<file path="config.mk">
export PLATFORM = sky130hd
export DESIGN_NAME = shift_left_seq
export DESIGN_NICKNAME = d
export VERILOG_FILES = /design/src/rtl/shift_left_seq.sv
export SDC_FILE = /design/constraint.sdc
export NUM_CORES = 1
export LEC_CHECK = 0
export BUFFER_PORTS_ARGS = -buffer_cell sky130_fd_sc_hd__buf_2
export CAP_MARGIN = 5
export CORE_ASPECT_RATIO = 0.5
export CORE_UTILIZATION = 25
export DETAILED_ROUTE_END_ITERATION = 8
export GPL_TIMING_DRIVEN = 1
export MAX_ROUTING_LAYER = met4
export SLEW_MARGIN = 15
export SYNTH_ARGS = -nofsm -noshare
export SYNTH_HDL_FRONTEND = slang
export SYNTH_SLANG_ARGS = --single-unit
</file>
<file path="constraint.sdc">
create_clock -name clk -period 1.4 [get_ports clk]
set_clock_uncertainty 0.1 [all_clocks]
set_input_delay 0.28 -clock clk [delete_from_list [all_inputs] [get_ports clk]]
set_output_delay 0.28 -clock clk [all_outputs]
set_load 0.02 [all_outputs]
</file>
<file path="src/rtl/shift_left_seq.sv">
// Lane-granular left shifter: shifts one LANE_W lane per cycle, fill enters at lane 0.
// Define SHIFT_LEFT_SEQ_ONESHOT_EN to do the whole barrel shift in the capture cycle.

`ifdef SHIFT_LEFT_SEQ_ONESHOT_EN
module shift_left_seq_lane #(
  parameter int          LANE_W    = 5,
  parameter int          SHIFT_W   = 3,
  parameter int unsigned MAX_SHIFT = 4
) (
  input  logic [MAX_SHIFT:0][LANE_W-1:0] cand,
  input  logic [SHIFT_W-1:0]             shift,
  output logic [LANE_W-1:0]              lane
);
  // cand[s] is what this lane becomes for a shift of s; illegal shifts never reach here
  always_comb begin
    lane = cand[0];
    for (int unsigned s = 1; s <= MAX_SHIFT; s++)
      if (32'(shift) == s) lane = cand[s];
  end
endmodule
`endif

module shift_left_seq #(
  parameter int          LANE_W    = 5,
  parameter int          LANES     = 10,
  parameter int          SHIFT_W   = 3,
  parameter int unsigned MAX_SHIFT = 4
) (
  input  logic                      clk,
  input  logic                      rst,
  input  logic                      in_valid,
  output logic                      in_ready,
  input  logic [LANE_W*LANES-1:0]   in_data,
  input  logic [SHIFT_W-1:0]        in_shift,
  input  logic [LANE_W-1:0]         in_fill,
  output logic                      out_valid,
  input  logic                      out_ready,
  output logic [LANE_W*LANES-1:0]   out_data,
  output logic                      out_err,
  output logic                      busy
);
  localparam int DATA_W = LANE_W*LANES;

  typedef enum logic [1:0] {IDLE, SHIFT, DONE} state_t;

  state_t              state;
  logic [DATA_W-1:0]   data_q;
  logic [LANE_W-1:0]   fill_q;
  logic [SHIFT_W-1:0]  count;
  logic                shift_err, shift_zero;

  assign shift_err  = 32'(in_shift) > MAX_SHIFT;
  assign shift_zero = (in_shift == '0);
  assign out_data   = data_q;

`ifdef SHIFT_LEFT_SEQ_ONESHOT_EN
  logic [DATA_W-1:0] shifted;

  for (genvar k = 0; k < LANES; k++) begin : g_lane
    logic [MAX_SHIFT:0][LANE_W-1:0] cand;
    for (genvar s = 0; s <= MAX_SHIFT; s++) begin : g_cand
      if (s <= k) begin : g_src
        assign cand[s] = in_data[(k-s)*LANE_W +: LANE_W];
      end else begin : g_fill
        assign cand[s] = in_fill;
      end
    end
    shift_left_seq_lane #(.LANE_W(LANE_W), .SHIFT_W(SHIFT_W), .MAX_SHIFT(MAX_SHIFT)) u_lane (
      .cand  (cand),
      .shift (in_shift),
      .lane  (shifted[k*LANE_W +: LANE_W])
    );
  end
`endif

  always_ff @(posedge clk) begin
    if (rst) begin
      state     <= IDLE;
      in_ready  <= 1'b1;
      out_valid <= 1'b0;
      out_err   <= 1'b0;
      busy      <= 1'b0;
      data_q    <= '0;
      fill_q    <= '0;
      count     <= '0;
    end else begin
      case (state)
        IDLE: if (in_valid) begin
          data_q   <= in_data;
          fill_q   <= in_fill;
          count    <= in_shift;
          out_err  <= shift_err;
          in_ready <= 1'b0;
          busy     <= 1'b1;
          // errors pass the word through untouched
          if (shift_err || shift_zero) begin
            state     <= DONE;
            out_valid <= 1'b1;
          end else begin
`ifdef SHIFT_LEFT_SEQ_ONESHOT_EN
            data_q    <= shifted;
            state     <= DONE;
            out_valid <= 1'b1;
`else
            state     <= SHIFT;
`endif
          end
        end
        SHIFT: begin
          data_q <= {data_q[DATA_W-LANE_W-1:0], fill_q};
          count  <= count - SHIFT_W'(1);
          if (count == SHIFT_W'(1)) begin
            state     <= DONE;
            out_valid <= 1'b1;
          end
        end
        DONE: if (out_ready) begin
          // no same-cycle turnaround: the next request is taken from IDLE
          state     <= IDLE;
          out_valid <= 1'b0;
          out_err   <= 1'b0;
          in_ready  <= 1'b1;
          busy      <= 1'b0;
        end
        default: state <= IDLE;
      endcase
    end
  end
endmodule

</file>
Word-level counts from Yosys, hierarchy flattened
Cells that the tools add are included.

operators by class
  add/sub/neg operators = 1
  magnitude comparators = 1
  equal/unequal tests = 7
  muxes and demuxes = 21
  reduce and logical (&&, ||, !) cells = 11

operators with widths
  kind                 number
  $pmux 50 s2          1
  $mux 50              1
  $mux 1               8
  $mux 2               4
  $ne 2x2->1 const B   4
  $pmux 1 s2           3
  $pmux 2 s3           1
  $pmux 3 s2           1
  $reduce_and 3->1     2
  $reduce_and 5->1     1
  $reduce_and 2->1     2
  $reduce_bool 2->1    2
  $eq 3x1->1 const B   1
  $gt 3x3->1 const B   1
  $logic_not 3->1      1
  $mux 3               1
  $pmux 1 s3           1
  $reduce_bool 3->1    1
  $sub 3x1->3 const B  1
  $eq 2x1->1 const B   1
  $eq 2x2->1 const B   1
  $logic_not 2->1      1
  $logic_or 1x1->1     1

word-level totals
  flip-flop bits (word level) = 64
  input port bits = 62
  output and inout port bits = 54
  word-level logic and storage cells = 49

Depth between registers and ports, before layout
Gate-level depths: netlist (run 1).

  depth after elaboration = 5
  depth in mapped cells = 6
  gate-level depth less buffers = 5

Worst setup path before layout (run 1)
Ideal clock, no wire load.

  path type = input to register
  start = input in_shift[1]
  end = register state[0]
  setup time = 115 ps
  arrival time = 1221 ps
  required time = 1185 ps
  slack = -35 ps
  cell stages on the path = 4
  path buffers = 0
  cells stage by stage = or2_2 > ha_1 > a21oi_1 > a2111oi_0

between the ends
  longest elaborated chain between the ends = 5
  elaborated cells on any way between the ends = 6
  those cells by class = 1 x order compare; 3 x mux; 2 x reduce/logical

ends and longest elaborated chain
  what                                           RTL line  RTL
  start: declaration                             34        input logic [SHIFT_W-1:0] in_shift,
  $gt 3x3->1 or $logic_not 3->1 (tied branches)  52, 53
  $logic_or 1x1->1 (*)                           96        if (shift_err || shift_zero) begin
  $mux 2 (*)                                     96
  $mux 2 (*)                                     88        IDLE: if (in_valid) begin
  $pmux 2 s3 (*)                                 87        case (state)
  end signal: assignment                         97        state <= DONE;
  end signal: assignment                         105       state <= SHIFT;
  end signal: assignment                         113       state <= DONE;
  end: declaration                               46        state_t state;

Mark *: on every way between the ends. The rest lies on a longest branch, timed or not. The select of a mux whose other input is x is not followed.
A chain may end at the register's enable or synchronous reset.

Worst setup path in the final report (run 1)
  start = register state[0]
  end = register data_q[8], in the netlist out_data[8]

between the ends
  longest elaborated chain between the ends = 3
  elaborated cells on any way between the ends = 6
  those cells by class = 2 x eq/ne; 1 x mux; 3 x reduce/logical

ends and longest elaborated chain
  what                                                              RTL line  RTL
  start signal: assignment                                          78        state <= IDLE;
  start signal: assignment                                          97
  start signal: assignment                                          105
  $eq 2x1->1 or $logic_not 2->1 (tied branches)                     87
  $reduce_bool 2->1 (no source line) or $ne 2x2->1 (tied branches)  --
  $reduce_and 2->1 (no source line)                                 --
  end signal: assignment                                            89        data_q <= in_data;
  end signal: assignment                                            110       data_q <= {data_q[DATA_W-LANE_W-1:0], fill_q};
  end: declaration                                                  47        logic [DATA_W-1:0] data_q;

Parallel ways exist; a longest one is shown, timed or not.

==> impl_metrics.env, run 1 <==
export IMPL_drt_iter0_markers=205
export IMPL_fin_crit_ns=1.37
export IMPL_dieArea_sq_um=11700
export IMPL_synth_cell_types=31
export IMPL_fmax_mhz=728
export IMPL_worst_ep_arrival_time_ns=1.52
export IMPL_cap_violations=0
export IMPL_leakage_nw=1.94
export IMPL_dieWidth_um=152
export IMPL_worstReg2RegEnd="out_data[8]$_SDFFE_PP0P_"
export IMPL_wl_per_cell_um=15.0
export IMPL_syn_inst=354
export IMPL_drt_wl_total_mm=9.23
export IMPL_die_y_um=77.1
export IMPL_grt_pass1_wl_mm=13.9
export IMPL_min_to="out_data[43]$_SDFFE_PP0P_"
export IMPL_clk_latency_ns=0.33
export IMPL_drc_errors=5
export IMPL_core_sq_um=10600
export IMPL_ys_flop_type="dfxtp_1"
export IMPL_pwr_share_comb_pct=25.4
export IMPL_synth_fp_nets=419
export IMPL_stdcell_area_sq_um=4150
export IMPL_fin_crit_sh_pct=98.1
export IMPL_cts_buffers=9
export IMPL_ff2ff_path_depth=6
export IMPL_ctsHoldBuffers=0
export IMPL_hold_class="in -> reg"
export IMPL_cts_tree="built"
export IMPL_clock_sinks=64
export IMPL_viasPerCell=4.73
export IMPL_p_switching_mw=1.85
export IMPL_antenna_found_initial=0
export IMPL_p_per_area_nw_per_um2=1500
export IMPL_synth_async_sr_flop_share_pct=0
export IMPL_hold_violations=0
export IMPL_hold_start="in_data[43]"
export IMPL_setup_worst_path_class="reg -> reg"
export IMPL_io_pins=116
export IMPL_finalSetupViolCount=0
export IMPL_ys_seq_area_share_pct=45.4
export IMPL_place_port_buffers=115
export IMPL_cts_buffer_depth=2
export IMPL_ir_worst_vdd_v=0.000590
export IMPL_cts_root_buf="clkbuf_16"
export IMPL_n_fill_cell=1090
export IMPL_post_route_util_pct=39.2
export IMPL_synth_area_sq_um=2820
export IMPL_dpl_instance_area_sq_um=3670
export IMPL_h_tree_depth=3
export IMPL_diodes=0
export IMPL_status="finished, violations left"
export IMPL_worstPathMaxFanout=11
export IMPL_seqPwrFrac_pct=35.7
export IMPL_final_common_cell="buf_2"
export IMPL_vias=2910
export IMPL_required_ns=1.54
export IMPL_syn2layout_area_growth_pct=46.9
export IMPL_avgSynthCellArea_sq_um=7.97
export IMPL_crit_path_end_kind="flip-flop"
export IMPL_row_count=26
export IMPL_final_cell_mix="buf_2 (115), nand2_1 (64), a21oi_1 (61), dfxtp_1 (61), nor2_1 (51)"
export IMPL_dr_pass1_iters=6
export IMPL_maxSlewViolCount=0
export IMPL_clk_pin_slew_ns=0.06
export IMPL_maxSlewHeadroom_pct=82.4
export IMPL_grt_overflow_total=0
export IMPL_synth_edff_count=0
export IMPL_seqCellArea_sq_um=1290
export IMPL_drive_gt1_share_pct=36.2
export IMPL_gp_congestion=0.813
export IMPL_holdPathStages=3
export IMPL_switching_share_pct=29.9
export IMPL_ant_nets=0
export IMPL_p_total_mw=6.21
export IMPL_pwr_share_clk_pct=38.9
export IMPL_multi_input_area_sq_um=1410
export IMPL_grt_pass1_vias=2751
export IMPL_worst_pin_slew_ns=0.264
export IMPL_internal_power_mw=4.36
export IMPL_grt_max_degree=39
export IMPL_rsz0062_at_grt="yes"
export IMPL_nets=536
export IMPL_ys_ff_latch=64
export IMPL_worstReg2RegStart="state[0]$_SDFFE_PP0P_"
export IMPL_dp_hpwl_mm=6.13
export IMPL_start_util_pct=26.7
export IMPL_grt_util_all_layers_pct=15.6
export IMPL_hold_worst_slack_ns=0.0880
export IMPL_r2r_slack_ns=0.03
export IMPL_yosysWarnings=0
export IMPL_worst_setup_path_start_kind="flip-flop"
export IMPL_violations="DRC"
[cells by family after synthesis]
kind of cell	after synthesis	synth area share (%)
and+or+nand+nor	131	19.5
buffers and inverters	36	6.56
adders and majority gates	3	1.33
DFF	64	45.4
AOI/OAI and AO/OA	120	27.2
[timing repair]
item,CTS,global route
hold endpoints to repair,0,0
gates cloned,0,4
setup buffers,0,1
pin swaps,0,23
endpoints found under the setup margin,1,50
gates resized for setup,1,12
[registers in the layout, summed over array words and instances, names as in the netlist]
register / flops
busy: 1
count: 3
fill_q: 5
in_ready: 1
out_data: 50
out_err: 1
out_valid: 1
state: 2
[Yosys cell counts (all sizes together), types with 2 or more instances]
library cell  number  share of area [%]
buf               21                4.6
a21oi             61                 11
nand2b             3               0.66
clkbuf            12                1.6
or3b               2               0.62
a211oi            50                 13
nand3              2               0.35
nand3b             4                1.1
inv                3               0.40
dfxtp             64                 45
nor2              51                6.8
ha                 3                1.3
a2bb2oi            2               0.84
nand2             64                8.5
[worst max path at each step]
| stage | start | to | slack (ns) | depth (start not counted) |
|---|---|---|---|---|
| after floorplan | in_shift[1] | out_valid$_SDFFE_PP0P_ | 0.02 | 4 |
| after global placement | in_shift[1] | out_valid$_SDFFE_PP0P_ | -0.13 | 5 |
| after detailed placement | in_shift[1] | out_valid$_SDFFE_PP0P_ | -0.15 | 5 |
| after CTS | state[0]$_SDFFE_PP0P_ | out_data[37]$_SDFFE_PP0P_ | 0.006 | 5 |
| after global routing | state[0]$_SDFFE_PP0P_ | out_data[29]$_SDFFE_PP0P_ | -0.01 | 6 |
| final | state[0]$_SDFFE_PP0P_ | out_data[8]$_SDFFE_PP0P_ | 0.03 | 6 |
[power by group through the flow]
stage | clock, mW | sequential (mW) | combinational, mW
after floorplan | 0 | 2.45 | 0.681
after global placement | 0 | 2.25 | 1.45
after detailed placement | 0 | 2.25 | 1.46
after CTS | 2.46 | 2.21 | 1.46
after global routing | 2.56 | 2.24 | 1.72
final | 2.42 | 2.22 | 1.58
[critical path, cell delays in order, from the launching register on]
cell       delay, ns
dfxtp_4         0.35
buf_6           0.12
o21bai_4        0.12
buf_12          0.16
clkbuf_16       0.16
a21oi_1         0.04
a211oi_1        0.22
[per-layer routing]
metal	vias up	track usage, %	routed length [um]
met2	54	26.1	4390
met1	1380	18.4	4290
met5	-	-	0
li1	1467	-	-
met4	0	3.37	85
met3	9	5.14	463
[cell type report]
cell class	instances	area share (%)
Timing Repair Buffer	139	22.7
Clock inverter	3	1.57
Tap cell	140	4.22
Clock buffer	12	6.18
Multi-Input combinational cell	254	34.0
Sequential cell	64	31.0
Inverter	3	0.271
[stage by stage]
stage	instances	TNS, ns	setup slack (ns)
6_report	615	0	0.0259
5_1_grt	615	-0.0547	-0.0116
4_1_cts	610	0	0.00585
3_5_place_dp	595	-0.405	-0.154
3_3_place_gp	595	-0.304	-0.131
2_1_floorplan	354	0	0.0188
Power figures use the tool's default switching activity.
==> run 2: changes to the inputs <==
--- a/config.mk
+++ b/config.mk
@@ -5,6 +5,7 @@
 export SDC_FILE = /design/constraint.sdc
 export NUM_CORES = 1
 export LEC_CHECK = 0
+export ABC_AREA = 1
 export BUFFER_PORTS_ARGS = -buffer_cell sky130_fd_sc_hd__buf_2
 export CAP_MARGIN = 5
 export CORE_ASPECT_RATIO = 0.5
==> run 2 against run 1 <==
  * First-iteration DRC count grew 4.4%
  * Maximum frequency shrank 3.1%
  * Highest routed layer unchanged
  * Non-clock buffer count down 1
  * Clock-buffer cell count fell by 1
  * The flow finishes with violations (setup timing)
==> impl_metrics.env, run 2 <==
export IMPL_dp_hpwl_mm=5.74
export IMPL_n_fill_cell=1235
export IMPL_maxSlewViolCount=0
export IMPL_fmax_mhz=706
export IMPL_cts_tree="built"
export IMPL_grt_overflow_total=0
export IMPL_h_tree_depth=3
export IMPL_synth_edff_count=0
export IMPL_syn_inst=420
export IMPL_violations="setup timing"
export IMPL_crit_path_end_kind="flip-flop"
export IMPL_synthTopCellsByCount="nand2_1 (83), o21ai_0 (65), dfxtp_1 (64)"
export IMPL_grt_pass1_vias=2737
export IMPL_row_count=27
export IMPL_ir_worst_vdd_v=0.000703
export IMPL_tns_ns=-0.0607
export IMPL_required_ns=1.55
export IMPL_p_per_area_nw_per_um2=1870
export IMPL_dieArea_sq_um=12300
export IMPL_synth_most_common_cell="nand2_1"
export IMPL_fin_crit_sh_pct=101
export IMPL_grt_max_degree=63
export IMPL_use_met2_pct=23.8
export IMPL_dr_pass1_iters=4
export IMPL_maxSlewHeadroom_pct=84.2
export IMPL_status="finished, violations left"
export IMPL_worst_setup_path_start_kind="flip-flop"
export IMPL_switching_share_pct=38.4
export IMPL_ys_seq_area_share_pct=43.2
export IMPL_largest_reg_flops=50
export IMPL_synth_top_area_share_pct=43.2
export IMPL_ctsHoldBuffers=0
export IMPL_cts_buffer_depth=2
export IMPL_met1_usage_pct=18.2
export IMPL_clk_latency_ns=0.32
export IMPL_ys_flop_type="dfxtp_1"
export IMPL_final_cell_mix="buf_2 (115), nand2_1 (82), o21ai_0 (63), dfxtp_1 (62), a21oi_1 (59)"
export IMPL_hold_class="in -> reg"
export IMPL_start_util_pct=26.3
export IMPL_core_sq_um=11300
export IMPL_wl_per_cell_um=12.6
export IMPL_post_route_util_pct=37.3
export IMPL_netlist_top_cell_by_area="dfxtp_1"
export IMPL_busiest_layer="met2"
export IMPL_cts_buffers=9
export IMPL_diodes=0
export IMPL_yosysWarnings=0
export IMPL_leakage_nw=2.06
export IMPL_gr_usage_met3_pct=4.75
export IMPL_worstPathMaxFanout=15
export IMPL_worst_ep_arrival_time_ns=1.57
export IMPL_io_pins=116
export IMPL_cts_root_buf="clkbuf_16"
export IMPL_grt_pass1_wl_mm=13.7
export IMPL_p_switching_mw=3.02
export IMPL_stdcell_area_sq_um=4210
export IMPL_pwr_share_comb_pct=42.9
export IMPL_setup_worst_path_class="reg -> reg"
export IMPL_worst_pin_slew_ns=0.237
export IMPL_ant_nets=0
export IMPL_hold_violations=0
export IMPL_grt_util_all_layers_pct=15.0
export IMPL_syn2layout_area_growth_pct=41.7
export IMPL_vias=3039
export IMPL_clock_sinks=64
export IMPL_cap_violations=0
export IMPL_hold_worst_slack_ns=0.104
export IMPL_avgSynthCellArea_sq_um=7.07
export IMPL_place_port_buffers=115
export IMPL_synth_async_sr_flop_share_pct=0
export IMPL_drive_gt1_share_pct=29.9
export IMPL_synth_area_leaders="dfxtp_1 (43%), o21ai_0 (11%), nand2_1 (10%)"
export IMPL_pwr_share_clk_pct=25.1
export IMPL_final_common_cell="buf_2"
export IMPL_ys_ff_latch=64
export IMPL_drt_iter0_markers=214
export IMPL_viasPerCell=4.32
export IMPL_die_y_um=79.1
export IMPL_nets=606
export IMPL_dpl_instance_area_sq_um=3740
export IMPL_fin_crit_ns=1.42
export IMPL_internal_power_mw=4.85
export IMPL_antenna_found_initial=0
export IMPL_synth_cell_types=22
export IMPL_clk_pin_slew_ns=0.05
export IMPL_dieWidth_um=156
export IMPL_preCtsSetupSlack_ns=-0.175
export IMPL_seqPwrFrac_pct=32.0
export IMPL_synth_area_sq_um=2970
export IMPL_drt_wl_total_mm=8.90
export IMPL_drc_errors=0
export IMPL_gp_congestion=0.756
export IMPL_postLayoutSetupSlackWorst_ns=-0.0174
export IMPL_rsz0062_at_grt="yes"
export IMPL_synth_fp_nets=485
export IMPL_finalSetupViolCount=7
==> run 2: worst max-delay path, cell delays in order, from the launching register on <==
cell     delay [ns]
dfxtp_4        0.36
inv_2          0.05
nand2_4        0.10
inv_4          0.06
nor2_8         0.16
buf_4          0.15
buf_12         0.14
o21ai_1        0.06
a21oi_1        0.14
==> run 2: repair_timing <==
item | 4_1_cts | 5_1_grt
resized for setup | 7 | 6
pin swaps | 1 | 0
gates cloned | 3 | 2
buffers inserted | 1 | 3
setup endpoints to repair | 36 | 32
==> run 2: final cells by class <==
| class | instances | area (sq um) | share of cell area [%] |
|---|---|---|---|
| repair buffers | 138 | 943 | 22.4 |
| inverters | 61 | 234 | 5.56 |
| flip-flops and latches | 64 | 1290 | 30.6 |
| clock buffers | 11 | 233 | 5.53 |
| multi-input cells | 267 | 1290 | 30.6 |
| clock inverters | 4 | 22.5 | 0.535 |
| well taps | 159 | 199 | 4.73 |
==> run 2: metal layers <==
| metal | wire [um] | part of all wire (%) | vias to the layer above |
|---|---|---|---|
| met5 | 0 | 0 | - |
| met4 | 119 | 1.3 | 0 |
| met3 | 325 | 3.7 | 10 |
| met2 | 4220 | 47 | 51 |
| met1 | 4240 | 48 | 1369 |
| li1 | - | - | 1609 |
==> run 2: power by group through the flow <==
stage / clock network, mW / logic, mW / registers (mW)
after floorplan: 0 / 1.49 / 3.03
after global placement: 0 / 2.86 / 2.53
after detailed placement: 0 / 2.89 / 2.54
after CTS: 2.04 / 3.22 / 2.51
after global routing: 2.12 / 3.73 / 2.57
final: 1.97 / 3.38 / 2.52
==> run 2: per-stage QoR <==
| step | total power, mW | cells |
|---|---|---|
| 2_1_floorplan | 4.51 | 420 |
| 3_3_place_gp | 5.39 | 680 |
| 3_5_place_dp | 5.43 | 680 |
| 4_1_cts | 7.76 | 699 |
| 5_1_grt | 8.42 | 704 |
| 6_report | 7.87 | 704 |
==> run 2: worst paths after layout <==
path	start	to	slack, ns	cells past startpoint
worst max-delay path	state[1]$_SDFFE_PP0P_	out_data[17]$_SDFFE_PP0P_	-0.02	8
worst max register to register	state[1]$_SDFFE_PP0P_	out_data[17]$_SDFFE_PP0P_	-0.02	8
worst min-delay path	in_fill[1]	fill_q[1]$_SDFFE_PP0P_	0.10	3
worst min register to register	fill_q[4]$_SDFFE_PP0P_	fill_q[4]$_SDFFE_PP0P_	0.35	2
==> run 2: kinds of logic (layout without fill, tap and decap cells) <==
group | Yosys count | after routing | share of synthesized area [%]
compound gates | 163 | 163 | 27.6
simple gates | 101 | 101 | 13.9
buf+inv | 89 | 214 | 14.0
flops | 64 | 64 | 43.2
fa+ha+maj | 3 | 3 | 1.26
==> run 3: changes to the inputs <==
--- a/config.mk
+++ b/config.mk
@@ -13,6 +13,7 @@
 export DETAILED_ROUTE_END_ITERATION = 8
 export GPL_TIMING_DRIVEN = 1
 export MAX_ROUTING_LAYER = met4
+export SETUP_SLACK_MARGIN = 0.1
 export SLEW_MARGIN = 15
 export SYNTH_ARGS = -nofsm -noshare
 export SYNTH_HDL_FRONTEND = slang
==> constraint.sdc (replaced) <==
create_clock -name clk -period 1.46 [get_ports clk]
set_clock_uncertainty 0.1 [all_clocks]
set_input_delay 0.292 -clock clk [delete_from_list [all_inputs] [get_ports clk]]
set_output_delay 0.292 -clock clk [all_outputs]
set_load 0.02 [all_outputs]
==> run 3 against run 2 <==
  * The flow now finishes without violations
  * Routed wire length increased by 14%
  * Sequential power decreased by 4%
  * Critical path depth unchanged
  * Non-clock buffer count increased by 11
  * Global-route usage increased by 0.16 points
  * First-iteration DRC count increased by 41%
  * Maximum frequency decreased by 2.7%
  * Worst setup slack improved by 0.020 ns
  * Total power increased by 8.6%
  * Worst hold slack improved by 0.0080 ns
  * Largest power group unchanged
  * Highest routed layer unchanged
==> impl_metrics.env, run 3 (same netlist as run 2, synthesis figures left out) <==
export IMPL_status="complete, no violations"
export IMPL_drt_iter0_markers=302
export IMPL_final_cell_mix="buf_2 (115), nand2_1 (73), dfxtp_1 (62), inv_1 (57), a21oi_1 (47)"
export IMPL_leakage_nw=2.24
export IMPL_clk_latency_ns=0.33
export IMPL_grt_pass1_wl_mm=13.8
export IMPL_wl_per_cell_um=14.1
export IMPL_grt_pass1_vias=2831
export IMPL_diodes=0
export IMPL_required_ns=1.58
export IMPL_r2r_slack_ns=0.003
export IMPL_fmax_mhz=686
export IMPL_hold_start="in_fill[0]"
export IMPL_maxSlewHeadroom_pct=79.4
export IMPL_grt_util_all_layers_pct=15.2
export IMPL_dr_pass1_iters=4
export IMPL_post_route_util_pct=41.2
export IMPL_cts_tree="built"
export IMPL_worstPathMaxFanout=11
export IMPL_critPathTopFamily="buffers and inverters"
export IMPL_critPathMostFrequentCell="o21ai_0"
export IMPL_start_util_pct=26.3
export IMPL_h_tree_depth=3
export IMPL_crit_path_end_kind="flip-flop"
export IMPL_ff2ff_path_depth=8
export IMPL_clock_sinks=64
export IMPL_hold_violations=0
export IMPL_hold_class="in -> reg"
export IMPL_maxSlewViolCount=0
export IMPL_core_sq_um=11300
export IMPL_setup_worst_path_class="reg -> reg"
export IMPL_crit_slowest_cell="dfxtp_4"
export IMPL_crit_buf_inv=3
export IMPL_ir_worst_vdd_v=0.000824
export IMPL_dpl_instance_area_sq_um=3710
export IMPL_syn2layout_area_growth_pct=56.5
export IMPL_cp_cell_sequence="inv_2 > nand2_4 > buf_12 > clkbuf_16 > nand2_1 > o21ai_0 > o21ai_0 > a21oi_1"
export IMPL_cts_buffer_depth=2
export IMPL_fin_cells=715
export IMPL_cts_root_buf="clkbuf_16"
export IMPL_io_pins=116
export IMPL_antenna_found_initial=0
export IMPL_holdPathStages=3
export IMPL_fin_crit_ns=1.46
export IMPL_gp_congestion=0.778
export IMPL_min_to="fill_q[0]$_SDFFE_PP0P_"
export IMPL_vias=3198
export IMPL_rsz0062_at_grt="yes"
export IMPL_ant_nets=0
export IMPL_finalSetupViolCount=0
export IMPL_worst_ep_arrival_time_ns=1.57
export IMPL_place_port_buffers=115
export IMPL_hold_worst_slack_ns=0.112
export IMPL_clk_pin_slew_ns=0.05
export IMPL_die_y_um=79.1
export IMPL_cap_violations=0
export IMPL_grt_max_degree=57
export IMPL_worst_pin_slew_ns=0.309
export IMPL_worstReg2RegStart="state[1]$_SDFFE_PP0P_"
export IMPL_row_count=27
export IMPL_p_per_area_nw_per_um2=1840
export IMPL_grt_overflow_total=0
export IMPL_ctsHoldBuffers=0
export IMPL_final_common_cell="buf_2"
export IMPL_largest_reg_flops=50
export IMPL_cts_buffers=9
export IMPL_dp_cells=676
export IMPL_dieArea_sq_um=12300
export IMPL_dieWidth_um=156
export IMPL_viasPerCell=4.47
export IMPL_n_fill_cell=1193
export IMPL_fin_crit_sh_pct=99.8
export IMPL_critPathMaxStageDelay_ns=0.36
export IMPL_nets=618
export IMPL_drc_errors=0
export IMPL_worstReg2RegEnd="out_data[39]$_SDFFE_PP0P_"
export IMPL_drt_wl_total_mm=10.1
export IMPL_drive_gt1_share_pct=38.1
export IMPL_dp_hpwl_mm=5.85
export IMPL_stdcell_area_sq_um=4650
export IMPL_worst_setup_path_start_kind="flip-flop"
run 3: what timing repair did:
item	in CTS	in global routing
setup endpoints to repair	52	53
pin swaps	1	11
cloned	3	11
endpoints found under the hold margin	0	0
setup buffers	4	7
gates resized for setup	8	77
run 3: worst max path at each step:
stage	cells after the start	to	startpoint	slack (ns)
6_report	8	out_data[39]$_SDFFE_PP0P_	state[1]$_SDFFE_PP0P_	0.003
5_1_grt	8	out_data[39]$_SDFFE_PP0P_	state[1]$_SDFFE_PP0P_	-0.06
4_1_cts	7	out_data[33]$_SDFFE_PP0P_	state[1]$_SDFFE_PP0P_	0.06
3_5_place_dp	6	out_valid$_SDFFE_PP0P_	in_shift[1]	0.005
3_3_place_gp	9	out_valid$_SDFFE_PP0P_	in_shift[1]	0.02
2_1_floorplan	8	out_valid$_SDFFE_PP0P_	in_shift[1]	0.16
run 3: area by class of cell:
cell class	count	area (sq um)	share of cell area (%)
multi-input combinational	268	1480	31.9
sequential	64	1290	27.7
timing repair buffer	149	1140	24.5
clock buffer	11	253	5.44
inverter	61	244	5.25
tap	159	199	4.28
clock inverter	3	42.5	0.915
run 3: per-layer routing:
layer  vias to the layer above  GRT usage, %  part of all wire (%)
met5                         -             -                     0
met4                         0          4.71                  0.99
met3                         8          4.69                   5.7
met2                        83          25.2                    48
met1                      1474          17.6                    45
li1                       1633             -                     -
run 3: worst register-to-register path: stages (launching register included):
cell	delay, ns
dfxtp_4	0.36
inv_2	0.07
nand2_4	0.08
buf_12	0.16
clkbuf_16	0.17
nand2_1	0.07
o21ai_0	0.10
o21ai_0	0.19
a21oi_1	0.06
run 3: metrics by stage:
step	TNS, ns	power, mW	worst slack (ns)
floorplan	0	4.33	0.165
global placement	0	5.10	0.0158
detailed placement	0	5.14	0.00528
CTS	0	7.66	0.0610
global route	-0.297	9.07	-0.0565
finish	0	8.54	0.00297
run 3: report_power, final:
| part | internal [mW] | switching, mW |
|---|---|---|
| Combinational | 1.68 | 2.28 |
| Sequential | 2.20 | 0.235 |
| Clock | 1.39 | 0.760 |
